File: config.mk
export PLATFORM = sky130hd
export DESIGN_NAME = nibble_serial_adder
export DESIGN_NICKNAME = d
export VERILOG_FILES = /design/src/rtl/nsa_pkg.sv /design/src/rtl/cla4_slice.sv /design/src/rtl/nibble_serial_adder.sv
export SDC_FILE = /design/constraint.sdc
export NUM_CORES = 1
export LEC_CHECK = 0
export CORE_MARGIN = 2
export CORE_UTILIZATION = 42
export CTS_CLUSTER_SIZE = 25
export DETAILED_ROUTE_END_ITERATION = 12
export PLACE_DENSITY = 0.69
export SYNTH_ARGS = -nofsm -noshare
export SYNTH_HDL_FRONTEND = slang
export SYNTH_SLANG_ARGS = --single-unit
File: constraint.sdc
create_clock -name clk -period 3.9 [get_ports clk]
set_input_delay 0.78 -clock clk [delete_from_list [all_inputs] [get_ports clk]]
set_output_delay 0.78 -clock clk [all_outputs]
set_load 0.05 [all_outputs]
File: src/rtl/nsa_pkg.sv
// Shared definitions for the nibble-serial adder: nibble width and FSM states.
package nsa_pkg;

  localparam int unsigned NIBBLE_W = 4;

  typedef enum logic [1:0] {
    ST_IDLE = 2'd0,
    ST_RUN  = 2'd1,
    ST_DONE = 2'd2
  } state_e;

endpackage

File: src/rtl/cla4_slice.sv
// Purely combinational 4-bit carry-lookahead adder slice.
module cla4_slice
  import nsa_pkg::*;
(
  input  logic [NIBBLE_W-1:0] a,
  input  logic [NIBBLE_W-1:0] b,
  input  logic                cin,
  output logic [NIBBLE_W-1:0] s,
  output logic                cout
);

  logic [NIBBLE_W-1:0] g;
  logic [NIBBLE_W-1:0] p;
  logic [NIBBLE_W-1:0] c;

  // All carries expanded from generate/propagate so none ripples through another.
  always_comb begin
    g    = a & b;
    p    = a ^ b;
    c[0] = cin;
    c[1] = g[0] | (p[0] & cin);
    c[2] = g[1] | (p[1] & g[0]) | (p[1] & p[0] & cin);
    c[3] = g[2] | (p[2] & g[1]) | (p[2] & p[1] & g[0]) | (p[2] & p[1] & p[0] & cin);
    cout = g[3] | (p[3] & g[2]) | (p[3] & p[2] & g[1]) | (p[3] & p[2] & p[1] & g[0])
         | (p[3] & p[2] & p[1] & p[0] & cin);
    s    = p ^ c;
  end

endmodule

File: src/rtl/nibble_serial_adder.sv
// Multi-cycle WIDTH-bit adder: one nibble per cycle through a single CLA slice,
// LSB nibble first, with valid/ready handshakes on operands and result.
module nibble_serial_adder
  import nsa_pkg::*;
#(
  parameter int unsigned WIDTH = 16
) (
  input  logic             clk,
  input  logic             rst_n,
  input  logic             in_valid,
  output logic             in_ready,
  input  logic [WIDTH-1:0] a,
  input  logic [WIDTH-1:0] b,
  input  logic             cin,
  output logic             out_valid,
  input  logic             out_ready,
  output logic [WIDTH-1:0] sum,
  output logic             cout,
  output logic             busy
);

  localparam int unsigned NIB   = WIDTH / NIBBLE_W;
  localparam int unsigned CNT_W = (NIB > 1) ? $clog2(NIB) : 1;

  if ((WIDTH % NIBBLE_W) != 0 || WIDTH < NIBBLE_W) begin : g_width_check
    $error("nibble_serial_adder: WIDTH must be a multiple of 4 and at least 4");
  end

  state_e             state_q, state_d;
  logic [WIDTH-1:0]   a_sh_q, a_sh_d;
  logic [WIDTH-1:0]   b_sh_q, b_sh_d;
  logic [WIDTH-1:0]   sum_q, sum_d;
  logic               carry_q, carry_d;
  logic               cout_q, cout_d;
  logic [CNT_W-1:0]   cnt_q, cnt_d;
  logic               in_ready_q, in_ready_d;
  logic               out_valid_q, out_valid_d;
  logic               busy_q, busy_d;

  logic [NIBBLE_W-1:0] slice_s;
  logic                slice_cout;

  cla4_slice u_slice (
    .a    (a_sh_q[NIBBLE_W-1:0]),
    .b    (b_sh_q[NIBBLE_W-1:0]),
    .cin  (carry_q),
    .s    (slice_s),
    .cout (slice_cout)
  );

  // Next-state and datapath; handshake flags are decoded from the next state
  // so they leave the block straight from flops.
  always_comb begin
    state_d = state_q;
    a_sh_d  = a_sh_q;
    b_sh_d  = b_sh_q;
    sum_d   = sum_q;
    carry_d = carry_q;
    cout_d  = cout_q;
    cnt_d   = cnt_q;

    unique case (state_q)
      ST_IDLE: begin
        if (in_valid) begin
          a_sh_d  = a;
          b_sh_d  = b;
          carry_d = cin;
          cnt_d   = '0;
          state_d = ST_RUN;
        end
      end
      ST_RUN: begin
        a_sh_d  = a_sh_q >> NIBBLE_W;
        b_sh_d  = b_sh_q >> NIBBLE_W;
        sum_d   = (sum_q >> NIBBLE_W) | (WIDTH'(slice_s) << (WIDTH - NIBBLE_W));
        carry_d = slice_cout;
        cnt_d   = cnt_q + CNT_W'(1);
        if (cnt_q == CNT_W'(NIB - 1)) begin
          cout_d  = slice_cout;
          state_d = ST_DONE;
        end
      end
      ST_DONE: begin
        if (out_ready) begin
          state_d = ST_IDLE;
        end
      end
      default: state_d = ST_IDLE;
    endcase

    in_ready_d  = (state_d == ST_IDLE);
    out_valid_d = (state_d == ST_DONE);
    busy_d      = (state_d != ST_IDLE);
  end

  always_ff @(posedge clk) begin
    if (!rst_n) begin
      state_q     <= ST_IDLE;
      a_sh_q      <= '0;
      b_sh_q      <= '0;
      sum_q       <= '0;
      carry_q     <= 1'b0;
      cout_q      <= 1'b0;
      cnt_q       <= '0;
      in_ready_q  <= 1'b1;
      out_valid_q <= 1'b0;
      busy_q      <= 1'b0;
    end else begin
      state_q     <= state_d;
      a_sh_q      <= a_sh_d;
      b_sh_q      <= b_sh_d;
      sum_q       <= sum_d;
      carry_q     <= carry_d;
      cout_q      <= cout_d;
      cnt_q       <= cnt_d;
      in_ready_q  <= in_ready_d;
      out_valid_q <= out_valid_d;
      busy_q      <= busy_d;
    end
  end

  assign in_ready  = in_ready_q;
  assign out_valid = out_valid_q;
  assign busy      = busy_q;
  assign sum       = sum_q;
  assign cout      = cout_q;

endmodule

# Word-level counts from Yosys, hierarchy flattened
# Cells that the tools add are included.
dict set report op_classes {
  eq_ne 5
  n_reduce_logical 6
  n_mux 12
  addsub 1
  bitwise 30
}
# operator count
set ops {}
lappend ops {{16-bit case mux with 2 select lines} 2}
lappend ops {{16-bit two-way mux} 2}
lappend ops {{1-bit AND} 16}
lappend ops {{12-bit by 16-bit OR with 16-bit output} 1}
lappend ops {{1-bit OR} 10}
lappend ops {{2-bit two-way mux} 4}
lappend ops {{4-bit XOR} 2}
lappend ops {{2-bit equality test (second input constant)} 3}
lappend ops {{2-bit case mux with 3 select lines} 1}
lappend ops {{4-bit AND} 1}
lappend ops {{2-bit logical NOT} 2}
lappend ops {{2-bit case mux with 2 select lines} 1}
lappend ops {{2-bit AND reduction} 2}
lappend ops {{2-bit nonzero test} 2}
lappend ops {{2-bit by 1-bit adder with 2-bit output (second input constant)} 1}
lappend ops {{2-bit by 1-bit equality test with 1-bit output (second input constant)} 1}
lappend ops {{2-bit inequality test (second input constant)} 1}
lappend ops {{1-bit case mux with 2 select lines} 1}
lappend ops {{1-bit two-way mux} 1}
dict set report totals {
  input_bits 37
  wordCells 64
  register_bits 57
  out_inout_bits 20
}

# Depth between registers and ports, before layout
dict set report logic_depth {
  ltp_word 7
  mapped_depth 7
  ltp_nobuf 5
}

# By module
# Synthesis repeated with hierarchy kept, for this count alone.
dict set report hier_totals {
  hier_cells 222
  hier_area_um2 2463.6
}
# mod seq_area_each_um2 n_inst area_per_inst_um2 cells_each
set by_module_without_submodules {}
lappend by_module_without_submodules {nibble_serial_adder 1141.1 1 2316.0 205}
lappend by_module_without_submodules {cla4_slice 0.0 1 147.6 17}

# Worst setup path after synthesis
# Ideal clock, no wire load.
dict set report synth_path {
  kind {input port to flip-flop}
  start {in in_valid}
  end {reg a_sh_q[10]}
  slack_ns 2.384
  required_ns 3.784
  arrival_ns 1.400
  n_path_buf 2
  path_stages 5
  setup_time_ns 0.116
  cell_sequence {nor2_1 > nor2_1 > buf_4 > buf_4 > o211a_1}
}
dict set report synth_between {
  elab_chain_cells 2
}
# item line
set synth_rtl {}
lappend synth_rtl {{start, declared} nibble_serial_adder.sv:10} ;# input logic in_valid,
lappend synth_rtl {{2-bit inequality test (no source line)} --}
lappend synth_rtl {{2-bit AND reduction (no source line)} --}
lappend synth_rtl {{end signal, assigned} nibble_serial_adder.sv:110} ;# a_sh_q <= a_sh_d;
lappend synth_rtl {{end, declared} nibble_serial_adder.sv:30} ;# logic [WIDTH-1:0] a_sh_q, a_sh_d;
# No other way between the ends.
# A chain may end at the register's enable or synchronous reset.

# Worst setup path after layout
dict set report layout_path {
  start {reg sum_q[15], in the netlist sum[15]}
  end {out sum[15]}
}
# item line
set layout_rtl {}
lappend layout_rtl {{start, declared} nibble_serial_adder.sv:32} ;# logic [WIDTH-1:0] sum_q, sum_d;
lappend layout_rtl {{start signal, assigned} nibble_serial_adder.sv:112} ;# sum_q <= sum_d;
lappend layout_rtl {{end, declared} nibble_serial_adder.sv:17} ;# output logic [WIDTH-1:0] sum,
# No word-level cell between the ends.

==> results.md <==
* Area grow syn2layout at 27.49%
* Post-CTS sizing at 0
* CP startpoint kind: flop
* Post-Layout Cell Count at 410
* Final period util at 58.68%
* Slew @ Worst Pin at 0.9882 ns
* Port bufs at 56
* Post-synth cell types at 36
* CP Capture Type: output pin
* Adder-Cell Fraction of Synth Area at 3.251%
* Power after layout at 1.384 mW
* Max_cap viols at 0
* IR drop worst, VDD at 0.2703 mV
* Initial DRC count at 144
* CTS Buf Count at 9
* # Post-CTS Setup Buffers at 0
* Post-synthesis cell count at 285
* Clk_lat worst skew at 0.34 ns
* Most numerous cell in the Yosys netlist: nand2_1
* Synthesized flop and latch total at 57
* Avg Inst Size Synth at 8.912 um^2
* Post-DP HPWL at 3.335 mm
* Die Area at 0.006686 mm^2
* Critical path type: flop to output pin
* TritonRoute pass-1 iters at 4
* Placed cell count at 395
* Die Ht at 81.77 um
* Nets at 374
* First-pass GRT wire length at 8.404 mm
* Overflow after GRT at 0
* Worst path required time at 3.12 ns
* Filler cells at 578
* Sink Count at 57
* H-Tree Level Count at 3
* RSZ-0062 raised after global routing: no
* Final max-slew violation count at 0
* Crit path max-delay cell type: clkdlybuf4s50_1
* Clk root buf: clkbuf_8
* Synth Flop Type: dfxtp_1
* Syn_nets at 328
* ANT nets after route at 0
* # DRC at 0
* Fmax achieved at 436.9 MHz
* Largest net degree at the start of global routing at 61
* Multi-input gate area at 0.001222 mm^2
* Leak pwr at 1.424 nW
* Post-synth top cells: nand2_1, dfxtp_1, nand3_1, o211a_1, a21boi_0
* Mapped cell area at 0.002540 mm^2
* Worst Path Max Fanout at 3
* Crit path buffers/inverters at 1
* Rows at 28
* Clock Pin Slew Worst Setup and Hold Paths at 0.06 ns
* Period minus WS final at 2.289 ns
* Yosys top cell area share at 44.93%
* Antenna diodes at 0
* Max clock buf depth at 2
* CTS tree: yes
* Ys async rst share at 0%
* Critical Path Max Stage Delay at 0.82 ns
* Antenna violations before repair at 0
* Wirelength, routed at 5.132 mm
* Compound-gate portion of the synthesized area at 20.05%
* Post-synth top area cell: dfxtp_1
* Vias in the first global route at 1914
* Post-Synth Simple-Gate Area at 24.38%
* Sequential share of the synthesized area at 44.93%
* Vias after detailed routing at 2114
* GRT Util Overall at 16.69%
* Slew headroom at 33.98%
* Routability cong. at 0.8154
* Hold_buf cts at 0
* Setup Viol. Count Final at 0
* Power density cells at 427.3 mW/mm^2
* Post-Synth XOR/XNOR Area at 0.3448%
* Layout cell share with drive strength beyond 1 at 6.269%
* Clock Skews at 0.008237 ns
* Storage element area at 0.001141 mm^2
* Cell chain of the critical path: clkdlybuf4s50_1
* Post-synthesis mux area share at 0%
* CP arrival at 1.51 ns
* End-of-flow core utilization at 55.02%
* Cell area after placement at 0.003043 mm^2
* YS warnings at 0
* Sum Neg Setup Slack at 0 ns
* Wire length per cell at 12.52 um
* Post-route cell area at 0.003238 mm^2
* Largest cells by area after synthesis: dfxtp_1, nand2_1, o211a_1
* EDFF count, synth at 0
* Hold Path Class: flop to flop
* DR vias/cell at 5.156
* I/O pin total at 57
* Crit-path leading delay family: buffers and inverters
* Main combinational cell family by area after synthesis: simple AND/OR/NAND/NOR gates
* Core Region at 0.005886 mm^2
* Chip width at 81.77 um
* Initial Utilization at 43.15%
* Status: finished, final reports clean
* Final hold vios at 0
==> metal layers <==
| layer | part of all wire, % | wire [um] | GRT usage, % |
|---|---|---|---|
| met2 | 47 | 2400 | 28.05 |
| met5 | 0 | 0 | 0 |
| met3 | 5.3 | 272 | 5.824 |
| met4 | 1.4 | 73 | 7.000 |
| met1 | 46 | 2386 | 19.22 |
==> power breakdown <==
part | internal (mW) | switching [mW] | leakage, nW
combinational | 0.0969 | 0.109 | 0.854
clock | 0.324 | 0.215 | 0.102
sequential | 0.618 | 0.0213 | 0.468
total | 1.04 | 0.345 | 1.42
==> tightest hold or removal path, stage by stage (launching register included) <==
cell	delay (ns)
dfxtp_1	0.30
nand2_1	0.05
a21boi_0	0.06
==> cell families after synthesis <==
| kind of cell | Yosys count |
|---|---|
| adders and majority gates | 6 |
| DFF | 57 |
| buffers and inverters | 27 |
| and+or+nand+nor | 134 |
| AOI/OAI and AO/OA | 60 |
| xor gates and xnor gates | 1 |
==> layout make-up <==
class                   count  share of cell area [%]
inverters                   4                  0.4637
multi-input cells         201                   37.75
repair buffers             58                   17.62
clock buffers              12                   4.791
flip-flops and latches     57                   35.24
clock inverters             3                   1.236
well taps                  75                   2.898
==> flip-flops by register name, indices dropped and copies added, names as in the netlist, 2 cells and up <==
name,cells
a_sh_q,16
b_sh_q,16
state_q,2
sum,16
cnt_q,2
==> stage by stage <==
stage                     worst slack [ns]  hold slack [ns]
after global placement               1.600           0.4527
final                                1.611           0.4653
after detailed placement             1.598           0.4613
after floorplan                      2.384           0.4717
after CTS                            1.596           0.4695
after global routing                 1.542           0.4961
==> layout by cell type (no fill, tap or decap), types with 4 or more instances in the layout <==
cell             synthesis  layout
dfxtp_1                 57      57
clkdlybuf4s50_1          0      55
nor2_1                   6       5
a21boi_0                10      10
nand2_1                 81      81
a22oi_1                  9       9
nor2b_1                  9       9
clkbuf_8                 0      11
inv_1                    4       4
o211a_1                 23      23
ha_1                     5       5
nand3_1                 25      25
==> final timing paths <==
check,from,endpoint,slack [ns],cells past startpoint
hold reg to reg,sum[0],sum[0],0.47,2
setup reg to reg,state_q[0],b_sh_q[8],1.97,4
setup / recovery,sum[15],sum[15],1.61,1
hold / removal,sum[0],sum[0],0.47,2
No activity file was read; power rests on OpenSTA's default activity.
